$ cat config.mk
export PLATFORM = sky130hd
export DESIGN_NAME = xosera_bus_master
export DESIGN_NICKNAME = d
export VERILOG_FILES = /design/src/rtl/xosera_bus_master.sv
export SDC_FILE = /design/constraint.sdc
export NUM_CORES = 1
export LEC_CHECK = 0
export CORE_ASPECT_RATIO = 1.5
export CORE_MARGIN = 2
export CORE_UTILIZATION = 56
export DETAILED_ROUTE_END_ITERATION = 10
export GPL_ROUTABILITY_DRIVEN = 1
export GPL_TIMING_DRIVEN = 0
export PLACE_DENSITY = 0.86
export SLEW_MARGIN = 10
export SYNTH_ARGS = -nofsm -noshare
export SYNTH_HDL_FRONTEND = slang
export SYNTH_SLANG_ARGS = --single-unit
export TNS_END_PERCENT = 5
$ cat constraint.sdc
create_clock -name clk -period 3.8 [get_ports clk]
set_input_delay 0.57 -clock clk [delete_from_list [all_inputs] [get_ports clk]]
set_output_delay 0.57 -clock clk [all_outputs]
set_load 0.02 [all_outputs]
$ cat src/rtl/xosera_bus_master.sv
// rtl/xosera_bus_master.sv - 16-bit request to two-byte Xosera register bus initiator (optional XOSERA_BUS_MASTER_BYTE_EN)
module xosera_bus_master #(
    parameter int SETUP_CYC  = 1,
    parameter int STROBE_CYC = 2,
    parameter int HOLD_CYC   = 1
) (
    input  logic        clk,
    input  logic        reset_n_i,
    input  logic        req_valid_i,
    output logic        req_ready_o,
    input  logic        req_rd_nwr_i,
    input  logic [3:0]  req_reg_num_i,
    input  logic [15:0] req_data_i,
`ifdef XOSERA_BUS_MASTER_BYTE_EN
    input  logic [1:0]  req_bytemask_i,
`endif
    output logic        resp_valid_o,
    output logic [15:0] resp_data_o,
    output logic        busy_o,
    output logic        bus_cs_n_o,
    output logic        bus_rd_nwr_o,
    output logic [3:0]  bus_reg_num_o,
    output logic        bus_bytesel_o,
    output logic [7:0]  bus_data_o,
    output logic        bus_data_oe_o,
    input  logic [7:0]  bus_data_i
);

    localparam int MAX_A = (SETUP_CYC > STROBE_CYC) ? SETUP_CYC : STROBE_CYC;
    localparam int MAX_P = (MAX_A > HOLD_CYC) ? MAX_A : HOLD_CYC;
    localparam int CW    = $clog2(MAX_P) + 1;

    localparam logic [CW-1:0] SETUP_LD  = CW'(SETUP_CYC - 1);
    localparam logic [CW-1:0] STROBE_LD = CW'(STROBE_CYC - 1);
    localparam logic [CW-1:0] HOLD_LD   = CW'(HOLD_CYC - 1);
    localparam logic [CW-1:0] CNT_ONE   = CW'(1);

    typedef enum logic [1:0] {ST_IDLE, ST_SETUP, ST_STROBE, ST_HOLD} state_t;

    state_t         state_q, state_d;
    logic [CW-1:0]  cnt_q, cnt_d;
    logic           idx_q, idx_d;
    logic           rd_q, rd_d;
    logic [3:0]     reg_q, reg_d;
    logic [15:0]    data_q, data_d;
    logic [1:0]     mask_q, mask_d;
    logic [15:0]    shadow_q, shadow_d;
    logic [1:0]     req_mask;

    logic           resp_valid_d, cs_d, rdnwr_d, sel_d, oe_d;
    logic [15:0]    resp_data_d;
    logic [3:0]     regn_d;
    logic [7:0]     dout_d;

`ifdef XOSERA_BUS_MASTER_BYTE_EN
    assign req_mask = req_bytemask_i;
`else
    assign req_mask = 2'b11;
`endif

    // Sequencing of byte cycles plus the next value of every registered output
    always_comb begin
        state_d      = state_q;
        cnt_d        = cnt_q;
        idx_d        = idx_q;
        rd_d         = rd_q;
        reg_d        = reg_q;
        data_d       = data_q;
        mask_d       = mask_q;
        shadow_d     = shadow_q;
        resp_valid_d = 1'b0;
        resp_data_d  = resp_data_o;

        case (state_q)
            ST_IDLE: begin
                if (req_valid_i && req_ready_o) begin
                    rd_d     = req_rd_nwr_i;
                    reg_d    = req_reg_num_i;
                    data_d   = req_data_i;
                    mask_d   = req_mask;
                    shadow_d = 16'h0000;
                    if (req_mask == 2'b00) begin
                        // Empty mask: one dead cycle in HOLD, no bus strobe
                        state_d = ST_HOLD;
                        cnt_d   = '0;
                        idx_d   = 1'b1;
                    end else begin
                        state_d = ST_SETUP;
                        cnt_d   = SETUP_LD;
                        idx_d   = !req_mask[1];
                    end
                end
            end
            ST_SETUP: begin
                if (cnt_q == '0) begin
                    state_d = ST_STROBE;
                    cnt_d   = STROBE_LD;
                end else begin
                    cnt_d = cnt_q - CNT_ONE;
                end
            end
            ST_STROBE: begin
                if (cnt_q == '0) begin
                    state_d = ST_HOLD;
                    cnt_d   = HOLD_LD;
                    if (rd_q) begin
                        if (idx_q) shadow_d[7:0]  = bus_data_i;
                        else       shadow_d[15:8] = bus_data_i;
                    end
                end else begin
                    cnt_d = cnt_q - CNT_ONE;
                end
            end
            ST_HOLD: begin
                if (cnt_q == '0) begin
                    if (!idx_q && mask_q[0]) begin
                        idx_d   = 1'b1;
                        state_d = ST_SETUP;
                        cnt_d   = SETUP_LD;
                    end else begin
                        state_d      = ST_IDLE;
                        resp_valid_d = 1'b1;
                        resp_data_d  = rd_q ? shadow_q : data_q;
                    end
                end else begin
                    cnt_d = cnt_q - CNT_ONE;
                end
            end
            default: state_d = ST_IDLE;
        endcase

        cs_d    = 1'b1;
        rdnwr_d = bus_rd_nwr_o;
        regn_d  = bus_reg_num_o;
        sel_d   = bus_bytesel_o;
        dout_d  = bus_data_o;
        oe_d    = bus_data_oe_o;
        if (state_d == ST_SETUP || state_d == ST_STROBE) begin
            cs_d    = (state_d != ST_STROBE);
            rdnwr_d = rd_d;
            regn_d  = reg_d;
            sel_d   = idx_d;
            oe_d    = !rd_d;
            if (!rd_d) dout_d = idx_d ? data_d[7:0] : data_d[15:8];
        end else if (state_d == ST_IDLE) begin
            oe_d = 1'b0;
        end
    end

    // State, latched request and registered outputs; reset forces idle bus immediately
    always_ff @(posedge clk or negedge reset_n_i) begin
        if (!reset_n_i) begin
            state_q       <= ST_IDLE;
            cnt_q         <= '0;
            idx_q         <= 1'b0;
            rd_q          <= 1'b1;
            reg_q         <= 4'h0;
            data_q        <= 16'h0000;
            mask_q        <= 2'b11;
            shadow_q      <= 16'h0000;
            req_ready_o   <= 1'b1;
            busy_o        <= 1'b0;
            resp_valid_o  <= 1'b0;
            resp_data_o   <= 16'h0000;
            bus_cs_n_o    <= 1'b1;
            bus_rd_nwr_o  <= 1'b1;
            bus_reg_num_o <= 4'h0;
            bus_bytesel_o <= 1'b0;
            bus_data_o    <= 8'h00;
            bus_data_oe_o <= 1'b0;
        end else begin
            state_q       <= state_d;
            cnt_q         <= cnt_d;
            idx_q         <= idx_d;
            rd_q          <= rd_d;
            reg_q         <= reg_d;
            data_q        <= data_d;
            mask_q        <= mask_d;
            shadow_q      <= shadow_d;
            req_ready_o   <= (state_d == ST_IDLE);
            busy_o        <= (state_d != ST_IDLE);
            resp_valid_o  <= resp_valid_d;
            resp_data_o   <= resp_data_d;
            bus_cs_n_o    <= cs_d;
            bus_rd_nwr_o  <= rdnwr_d;
            bus_reg_num_o <= regn_d;
            bus_bytesel_o <= sel_d;
            bus_data_o    <= dout_d;
            bus_data_oe_o <= oe_d;
        end
    end

endmodule

==> results.ini, run 1 <==
[status]
run_status=complete, no violations

[detailed_routing]
viasPerCell=5.571
drt-pass1-iter-count=4
routed_wl_mm=7.694
wl_per_cell_um=16.65
drt_iter0_markers=332
vias=2574
drc=0
ant_nets=0

[clocking]
clock_sinks=77
cts_buffer_depth=2
root_buffer=clkbuf_8
cts_tree=built
cts-resized-gates=0
postCtsSetupRepairBufs=0
numCtsBuffers=9
cts_hold_buf=0
clkTransAtPathRegs_ps=80
clock_tree.htree_level_count=3
clkLatencyLatePin_ps=340

[placed_design]
io_buffers=66
hpwl_mm=5.533
placed_cells=446
gp_congestion=0.8751

[timing]
tns_ps=0
fin_crit_ps=3082
final_hold_viol_count=0
skew_ps=10.61
hold_ws_ps=81.05
timing.final.crit_share=0.8110
fmax_mhz=324.5
max_slew_margin=0.5075
rsz0062_at_grt=no
max_slew.worst_pin.slew_ps=738.7
setup_viol=0
finalMaxSlewViolations=0

[synth]
synth_seq_cells=77
synthesis.nets=346
synth_cell_type_count=30
synth.yosys.seq_area_share=0.5512
synthFlopType=dfrtp_1
async_reset_ff_frac=1.000
synthesis.area_sq_um=3505
synth_edf_count=0
yosys_warnings=0
post_synth.cell_area_avg_sq_um=11.49
syn_inst=305

[power_and_ir_drop]
pwr-share-comb=0.512
p_clk_frac=0.153
p_sw_frac=0.3926
finalPower_mw=4.287
worst_ir_drop_vdd_uv=701.6
intPower_mw=2.604
p_leak_nw=2.056
seqPwrFrac=0.335
p_sw_mw=1.683
p_per_area_nw_per_um2=954.4

[critical_path]
worstPathArrival_ps=3330
crit_buf_inv=5
ff2ff_path_depth=10
worstSetupStartpoint=state_q[0]$_DFF_PN0_
endpoint=bus_data_o[1]$_DFFE_PN0P_
crit_path_start_kind=flip-flop
crit_chain=inv_1 -> ha_1 -> clkbuf_1 -> buf_1 -> o21a_1 -> ha_1 -> clkbuf_1 -> nor2b_1 -> buf_2 -> mux2i_1
rrSetupSlack_ps=720
slowest_delay_ps=430
reg2reg_to=bus_data_o[1]$_DFFE_PN0P_
cp_max_fo=10
critical_path.slowest_cell=dfrtp_1
crit_family=buffers and inverters
critical_path_class=reg2reg
cp.depth=10
rr_startpoint=state_q[0]$_DFF_PN0_
endpoint_kind=flip-flop
crit_required_ps=4050

[global_routing]
grt_pass1_wl_mm=12.70
grt_max_degree=64
grt_pass1_vias=2594
antenna_found_initial=0
overflow=0
grt_use_total=0.2484

[finish]
stdcell_count=462
final_util=0.7379
final.fill_count=407
layout_common_cells=dfrtp_1, clkdlybuf4s50_1, mux2i_1
num_antenna_cells=0
nets=424
area_growth_pct=28.17
final_common_cell=dfrtp_1
drive_gt1_frac=0.09794

[floorplanning]
die_area_sq_um=6920
die_w_um=68.59
start_util=0.5757
fp.coreArea_sq_um=6087
ioPinCount=67
dieHeight_um=100.9
rows=35

[job]
maxCapViolations=0

[hold_path]
hp-class=in2async

-- cell usage after synthesis, types with 7 or more instances --
cell type,n,area [sq um]
nand2_1,30,112.6
mux2i_1,33,330.3
a22o_1,17,148.9
o2bb2ai_1,8,70.07
mux2_1,20,225.2
ha_1,9,112.6
inv_1,14,52.55
clkbuf_1,7,26.28
o21ai_1,13,65.06
nor2_1,23,86.33
buf_2,8,40.04
dfrtp_1,73,1827
a21oi_1,20,100.1
-- cell type report --
class                   count  area [sq um]  share of cell area
inverters                  16         60.06             0.01337
repair buffers             67         685.7              0.1526
flip-flops and latches     77          1932              0.4301
multi-input cells         193          1409              0.3136
well taps                  74         92.59             0.02061
clock buffers              11         131.4             0.02925
clock inverters             5         77.57             0.01727
plain buffers              19         103.9             0.02312
-- registers in the layout (all words and copies together), names as in the netlist --
| name | flops |
|---|---|
| shadow_q | 16 |
| bus_cs_n_o | 1 |
| data_q | 16 |
| reg_q | 4 |
| busy_o | 1 |
| cnt_q | 2 |
| req_ready_o | 1 |
| bus_reg_num_o | 4 |
| state_q | 2 |
| resp_valid_o | 1 |
| idx_q | 1 |
| rd_q | 1 |
| resp_data_o | 16 |
| bus_data_o | 8 |
| bus_data_oe_o | 1 |
| bus_bytesel_o | 1 |
| bus_rd_nwr_o | 1 |
-- cell families (layout without fill, tap and decap cells) --
family | Yosys count | in the layout | synth area share
AND/OR/NAND/NOR | 62 | 62 | 0.07319
flip-flops | 77 | 77 | 0.5512
buffers and inverters | 35 | 118 | 0.04677
adder cells (fa/ha/maj) | 9 | 9 | 0.03213
multiplexers | 58 | 58 | 0.1746
AO/OA/AOI/OAI | 64 | 64 | 0.1221
-- metal layers --
layer	up-vias	wire length, um	global-route usage
met5	-	0	0
met2	81	4060	0.4105
li1	1219	-	-
met3	18	363	0.03575
met4	0	138	0.09231
met1	1256	3132	0.3260
-- worst min path at each step --
stage	start	end	slack, ps	cells past startpoint
floorplan	reset_n_i	bus_bytesel_o$_DFFE_PN0P_	270	0
global placement	bus_rd_nwr_o$_DFFE_PN1P_	bus_rd_nwr_o$_DFFE_PN1P_	460	2
detailed placement	reset_n_i	bus_reg_num_o[2]$_DFFE_PN0P_	450	1
CTS	reset_n_i	bus_reg_num_o[2]$_DFFE_PN0P_	80	1
global route	reset_n_i	bus_reg_num_o[2]$_DFFE_PN0P_	80	1
finish	reset_n_i	bus_reg_num_o[2]$_DFFE_PN0P_	80	1
-- metrics by stage --
step | cell area [sq um] | setup WS, ps
final | 4492 | 718.1
after global routing | 4492 | 491.0
after CTS | 4492 | 717.6
after detailed placement | 4283 | 760.7
after global placement | 4258 | -412.6
after floorplan | 3505 | 1306
-- worst register-to-register path, stage by stage, from the launching register on --
cell,delay [ps]
dfrtp_1,430
inv_1,120
ha_1,230
clkbuf_1,390
buf_1,420
o21a_1,250
ha_1,240
clkbuf_1,230
nor2b_1,150
buf_2,300
mux2i_1,230
-- power groups by stage --
stage | combinational (mW) | sequential (mW) | clock, mW
2_1_floorplan | 1.27 | 1.60 | 0
3_3_place_gp | 2.11 | 1.43 | 0
3_5_place_dp | 2.18 | 1.45 | 0
4_1_cts | 2.21 | 1.44 | 0.659
5_1_grt | 2.38 | 1.48 | 0.698
6_report | 2.19 | 1.44 | 0.655
No activity file was read; power rests on OpenSTA's default activity.
==> inputs of run 2 (changes only) <==
--- a/config.mk
+++ b/config.mk
@@ -7,11 +7,11 @@
 export LEC_CHECK = 0
 export CORE_ASPECT_RATIO = 1.5
 export CORE_MARGIN = 2
-export CORE_UTILIZATION = 56
+export CORE_UTILIZATION = 52
 export DETAILED_ROUTE_END_ITERATION = 10
 export GPL_ROUTABILITY_DRIVEN = 1
 export GPL_TIMING_DRIVEN = 0
-export PLACE_DENSITY = 0.86
+export PLACE_DENSITY = 0.81
 export SLEW_MARGIN = 10
 export SYNTH_ARGS = -nofsm -noshare
 export SYNTH_HDL_FRONTEND = slang
==> constraint.sdc (replaced) <==
create_clock -name clk -period 3.15 [get_ports clk]
set_input_delay 0.4725 -clock clk [delete_from_list [all_inputs] [get_ports clk]]
set_output_delay 0.4725 -clock clk [all_outputs]
set_load 0.02 [all_outputs]
==> run 2 against run 1 <==
Wire length fell by 0.38%. Global-route usage is 2.8 points lower. Clock power increased by 27%. First-iteration DRC count shrank 37%. Sequential share of layout area shrank 0.12 points. Cell count increased by 0.43%. Critical path type unchanged. Critical endpoint is now bus_data_o[5]$_DFFE_PN0P_. Largest cell class unchanged. Highest routed layer unchanged.
==> results.ini, run 2 (synthesized netlist as in run 1, its figures left out) <==
[clocking]
postCtsSetupRepairBufs=0  ; unchanged
numCtsBuffers=9  ; unchanged
cts-resized-gates=0  ; unchanged
clock_tree.htree_level_count=3  ; unchanged
clock_sinks=77  ; unchanged
cts_buffer_depth=2  ; unchanged
clkTransAtPathRegs_ps=80  ; about the same
root_buffer=clkbuf_8
cts_tree=built
clkLatencyLatePin_ps=350  ; about the same
cts_hold_buf=0  ; unchanged

[detailed_routing]
routed_wl_mm=7.665  ; -0.38%
viasPerCell=5.565  ; -0.12%
wl_per_cell_um=16.52  ; -0.81%
drc=0  ; unchanged
drt_iter0_markers=208  ; -37%
ant_nets=0  ; unchanged
vias=2582  ; +0.31%
drt-pass1-iter-count=4  ; unchanged

[global_routing]
overflow=0  ; unchanged
antenna_found_initial=0  ; unchanged
grt_use_total=0.2208  ; -0.02760
grt_max_degree=41  ; -36%
grt_pass1_wl_mm=12.73  ; +0.22%
grt_pass1_vias=2631  ; +1.4%

[timing]
finalMaxSlewViolations=0  ; unchanged
skew_ps=10.38  ; -0.2343 ps
max_slew.worst_pin.slew_ps=698.8  ; -39.86 ps
max_slew_margin=0.5341  ; +0.02657
hold_ws_ps=89.02  ; +7.976 ps
setup_viol=0  ; unchanged
fin_crit_ps=2864  ; -218.2 ps
final_hold_viol_count=0  ; unchanged
fin_ws_ps=286.3  ; -431.8 ps
timing.final.crit_share=0.9091  ; +0.09808
rsz0062_at_grt=no
fmax_mhz=349.2  ; +7.6%

[critical_path]
cp_common_cell=ha_1
crit_buf_inv=4  ; -1
critical_path_class=reg2reg
crit_required_ps=3420  ; -630 ps
critical_path.slowest_cell=dfrtp_1
worstPathArrival_ps=3130  ; -200 ps
crit_family=buffers and inverters
endpoint_kind=flip-flop
crit_path_start_kind=flip-flop
cp_max_fo=10  ; unchanged
slowest_delay_ps=420  ; about the same
crit_chain=inv_1 -> ha_1 -> clkbuf_2 -> a211oi_1 -> o21ai_1 -> o21ai_0 -> ha_1 -> clkbuf_1 -> nor2b_1 -> buf_2 -> mux2i_1

[hold_path]
hp-class=in2async

[floorplanning]
start_util=0.5366  ; -0.03916
dieHeight_um=104.5  ; +3.6%
ioPinCount=67  ; unchanged
rows=36  ; +2.9%
die_area_sq_um=7426  ; +7.3%
fp.coreArea_sq_um=6531  ; +7.3%
die_w_um=71.03  ; +3.6%

[status]
run_status=complete, no violations

[finish]
nets=424  ; unchanged
final.fill_count=482  ; +18%
final_util=0.6897  ; -0.04827
reg_top3=data_q x16, resp_data_o x16, shadow_q x16
final_common_cell=dfrtp_1
stdcell_count=464  ; +0.43%
regArea_sq_um=1932  ; unchanged
multi_input_area_sq_um=1409  ; unchanged
drive_gt1_frac=0.1082  ; +0.01031
num_antenna_cells=0  ; unchanged
area_growth_pct=28.53
layout_common_cells=dfrtp_1, clkdlybuf4s50_1, mux2i_1

[power_and_ir_drop]
finalPower_mw=5.188  ; +21%
worst_ir_drop_vdd_uv=577.7  ; -18%
p_leak_nw=2.068  ; +0.59%
p_per_area_nw_per_um2=1152  ; +21%

[placed_design]
place_ws_ps=59.04  ; -701.7 ps
hpwl_mm=5.572  ; +0.71%
gp_congestion=0.8560  ; -2.2%
io_buffers=66  ; unchanged
placed_cells=448  ; +0.45%

[job]
maxCapViolations=0  ; unchanged

==> run 2: metal layers <==
metal,global-route usage,share of wire,vias to the layer above
met1,0.2764,0.42,1274
met2,0.3611,0.51,76
li1,-,-,1210
met3,0.03954,0.042,22
met4,0.1146,0.034,0
met5,0,0,-
==> run 2: power breakdown <==
group / switching (mW) / internal [mW]
logic: 1.38 / 1.24
registers: 0.277 / 1.46
clock network: 0.362 / 0.466
==> run 2: final cells by class <==
class / count / share of cell area
clock inverter: 6 / 0.01917
timing repair buffer: 67 / 0.1506
tap: 76 / 0.02111
sequential: 77 / 0.4289
buffer: 19 / 0.02361
inverter: 16 / 0.01333
clock buffer: 10 / 0.03056
multi-input combinational: 193 / 0.3128
==> run 2: worst register-to-register path, cell delays in order (launching register included) <==
cell	delay, ps
dfrtp_1	420
inv_1	100
ha_1	250
clkbuf_2	210
a211oi_1	240
o21ai_1	130
o21ai_0	200
ha_1	310
clkbuf_1	220
nor2b_1	160
buf_2	300
mux2i_1	240
==> run 2: through the flow <==
| step | area [sq um] | setup TNS, ps |
|---|---|---|
| final | 4504 | 0 |
| after global routing | 4504 | 0 |
| after CTS | 4502 | 0 |
| after detailed placement | 4278 | 0 |
| after global placement | 4260 | -70730 |
| after floorplan | 3505 | 0 |
==> run 2: worst paths after layout <==
| kind | depth (start not counted) | startpoint | slack, ps | end |
|---|---|---|---|---|
| hold reg to reg | 2 | bus_rd_nwr_o$_DFFE_PN1P_ | 470 | bus_rd_nwr_o$_DFFE_PN1P_ |
| setup reg to reg | 11 | state_q[0]$_DFF_PN0_ | 290 | bus_data_o[5]$_DFFE_PN0P_ |
| min in group clk | 2 | bus_rd_nwr_o$_DFFE_PN1P_ | 470 | bus_rd_nwr_o$_DFFE_PN1P_ |
| hold / removal | 1 | reset_n_i | 90 | bus_reg_num_o[1]$_DFFE_PN0P_ |
| setup / recovery | 11 | state_q[0]$_DFF_PN0_ | 290 | bus_data_o[5]$_DFFE_PN0P_ |
| max in group asynchronous | 2 | reset_n_i | 2480 | resp_data_o[10]$_DFFE_PN0P_ |
==> inputs of run 3 (changes only) <==
--- a/config.mk
+++ b/config.mk
@@ -7,11 +7,11 @@
 export LEC_CHECK = 0
 export CORE_ASPECT_RATIO = 1.5
 export CORE_MARGIN = 2
-export CORE_UTILIZATION = 52
+export CORE_UTILIZATION = 50
 export DETAILED_ROUTE_END_ITERATION = 10
 export GPL_ROUTABILITY_DRIVEN = 1
 export GPL_TIMING_DRIVEN = 0
-export PLACE_DENSITY = 0.81
+export PLACE_DENSITY = 0.78
 export SLEW_MARGIN = 10
 export SYNTH_ARGS = -nofsm -noshare
 export SYNTH_HDL_FRONTEND = slang
==> run 3 against run 2 <==
Total power is 1.3% lower. Register-to-register slack better by 90 ps. Critical path type unchanged. Global-route usage is 0.30 points lower. Worst hold slack better by 400 ps. Flip-flop and latch count stayed put. Highest routed layer unchanged. Critical path depth stayed put. Die area is 3.8% higher. Combinational power hardly changed.
==> results.ini, run 3 (synthesized netlist as in run 1, its figures left out) <==
[critical_path]
rrSetupSlack_ps=380  ; +90 ps
endpoint_kind=flip-flop
cp_max_fo=10  ; unchanged
endpoint=bus_data_o[2]$_DFFE_PN0P_
worstSetupStartpoint=state_q[0]$_DFF_PN0_
crit_path_start_kind=flip-flop
worstPathArrival_ps=3040  ; -90 ps
crit_required_ps=3420  ; about the same
rr_startpoint=state_q[0]$_DFF_PN0_
critical_path_class=reg2reg
ff2ff_path_depth=11  ; unchanged
reg2reg_to=bus_data_o[2]$_DFFE_PN0P_

[finish]
layout_common_cells=dfrtp_1, clkdlybuf4s50_1, mux2i_1
num_antenna_cells=0  ; unchanged
reg_top3=data_q x16, resp_data_o x16, shadow_q x16
nets=425  ; +0.24%
final_util=0.6628  ; -0.02685
drive_gt1_frac=0.1080  ; -0.0002783
multi_input_area_sq_um=1409  ; unchanged
regArea_sq_um=1932  ; unchanged
final_common_cell=dfrtp_1
final.fill_count=529  ; +9.8%
area_growth_pct=28.70
final_cell_area_sq_um=4511  ; +0.14%

[clocking]
clock_tree.htree_level_count=3  ; unchanged
clock_sinks=77  ; unchanged
clkTransAtPathRegs_ps=80  ; about the same
postCtsSetupRepairBufs=0  ; unchanged
cts_buffer_depth=2  ; unchanged
cts_tree=built
numCtsBuffers=9  ; unchanged
clkLatencyLatePin_ps=350  ; about the same
root_buffer=clkbuf_8

[global_routing]
grtUsageMet3=0.02938  ; -0.01015
use_met2=0.3650  ; +0.003858
grt_pass1_vias=2537  ; -3.6%
grtUsageMet1=0.2678  ; -0.008572
grt_use_total=0.2178  ; -0.002976
top_usage_layer=met2
overflow=0  ; unchanged
grt_max_degree=67  ; +63%
antenna_found_initial=0  ; unchanged
grt_pass1_wl_mm=12.54  ; -1.5%

[detailed_routing]
ant_nets=0  ; unchanged
vias=2550  ; -1.2%
wl_per_cell_um=16.50  ; -0.11%
routed_wl_mm=7.706  ; +0.53%
drt_iter0_markers=165  ; -21%
drt-pass1-iter-count=4  ; unchanged
drc=0  ; unchanged
viasPerCell=5.460  ; -1.9%

[timing]
max_slew.worst_pin.slew_ps=691.9  ; -6.933 ps
fin_crit_ps=2773  ; -90.40 ps
final_hold_viol_count=0  ; unchanged
timing.final.crit_share=0.8804  ; -0.02870
setup_viol=0  ; unchanged
rsz0062_at_grt=no
tns_ps=0  ; unchanged
finalMaxSlewViolations=0  ; unchanged
fmax_mhz=360.6  ; +3.3%
skew_ps=7.793  ; -2.583 ps
max_slew_margin=0.5387  ; +0.004621

[floorplanning]
die_area_sq_um=7708  ; +3.8%
start_util=0.5150  ; -0.02161
rows=37  ; +2.8%
fp.coreArea_sq_um=6805  ; +4.2%
die_w_um=72.36  ; +1.9%
dieHeight_um=106.5  ; +1.9%
ioPinCount=67  ; unchanged

[job]
maxCapViolations=0  ; unchanged

[power_and_ir_drop]
worst_ir_drop_vdd_uv=624.9  ; +8.2%
finalPower_mw=5.122  ; -1.3%
p_leak_nw=2.065  ; -0.16%
p_per_area_nw_per_um2=1136  ; -1.4%

[placed_design]
hpwl_mm=5.744  ; +3.1%
io_buffers=66  ; unchanged
gp_congestion=0.8566  ; about the same
placed_area_sq_um=4288  ; +0.23%

[status]
run_status=complete, no violations

[hold_path]
hp-class=reg2reg

[run 3: per-layer routing]
layer,vias up,part of all wire,wire length (um)
met3,14,0.041,313
li1,1217,-,-
met1,1249,0.41,3121
met2,70,0.53,4071
met5,-,0,0
met4,0,0.026,199
[run 3: worst min-delay path by stage]
stage	slack [ps]	from	cells after the start	endpoint
after floorplan	180	reset_n_i	0	bus_bytesel_o$_DFFE_PN0P_
after global placement	460	bus_rd_nwr_o$_DFFE_PN1P_	2	bus_rd_nwr_o$_DFFE_PN1P_
after detailed placement	330	reset_n_i	1	bus_reg_num_o[0]$_DFFE_PN0P_
after CTS	490	reset_n_i	2	bus_reg_num_o[0]$_DFFE_PN0P_
after global routing	510	reset_n_i	2	reg_q[2]$_DFF_PN0_
final	490	bus_rd_nwr_o$_DFFE_PN1P_	2	bus_rd_nwr_o$_DFFE_PN1P_
[run 3: final cells by class]
cell class                 count  share of cell area
buffer                        19             0.02358
clock buffer                  11             0.03356
clock inverter                 5             0.01304
inverter                      16             0.01331
multi-input combinational    193              0.3123
sequential                    77              0.4283
tap                           78             0.02164
timing repair buffer          68              0.1542
[run 3: critical path: stages, from the launching register on]
cell	delay [ps]
dfrtp_1	420
inv_1	100
ha_1	250
clkbuf_2	210
a211oi_1	240
o21ai_1	130
o21ai_0	170
ha_1	290
clkbuf_1	210
nor2b_1	140
buf_2	290
mux2i_1	240
[run 3: report_power, final]
part           switching, mW  leakage [nW]  internal, mW  total [mW]
Combinational           1.38          1.02          1.24        2.62
Sequential             0.278         0.947          1.46        1.73
Clock                  0.355         0.102         0.409       0.764
Total                   2.01          2.06          3.11        5.12
[run 3: through the flow]
step	instances	setup WS (ps)	hold slack [ps]
finish	467	376.7	488.6
global route	467	54.89	507.4
CTS	467	110.9	492.4
detailed placement	450	133.4	332.8
global placement	449	-1014	455.5
floorplan	305	656.0	176.9
[run 3: what timing repair did]
item                       CTS  global route
hold buffers                 1             0
hold endpoints to repair     7             0
gates resized for setup      0             3
setup endpoints to repair    0             9
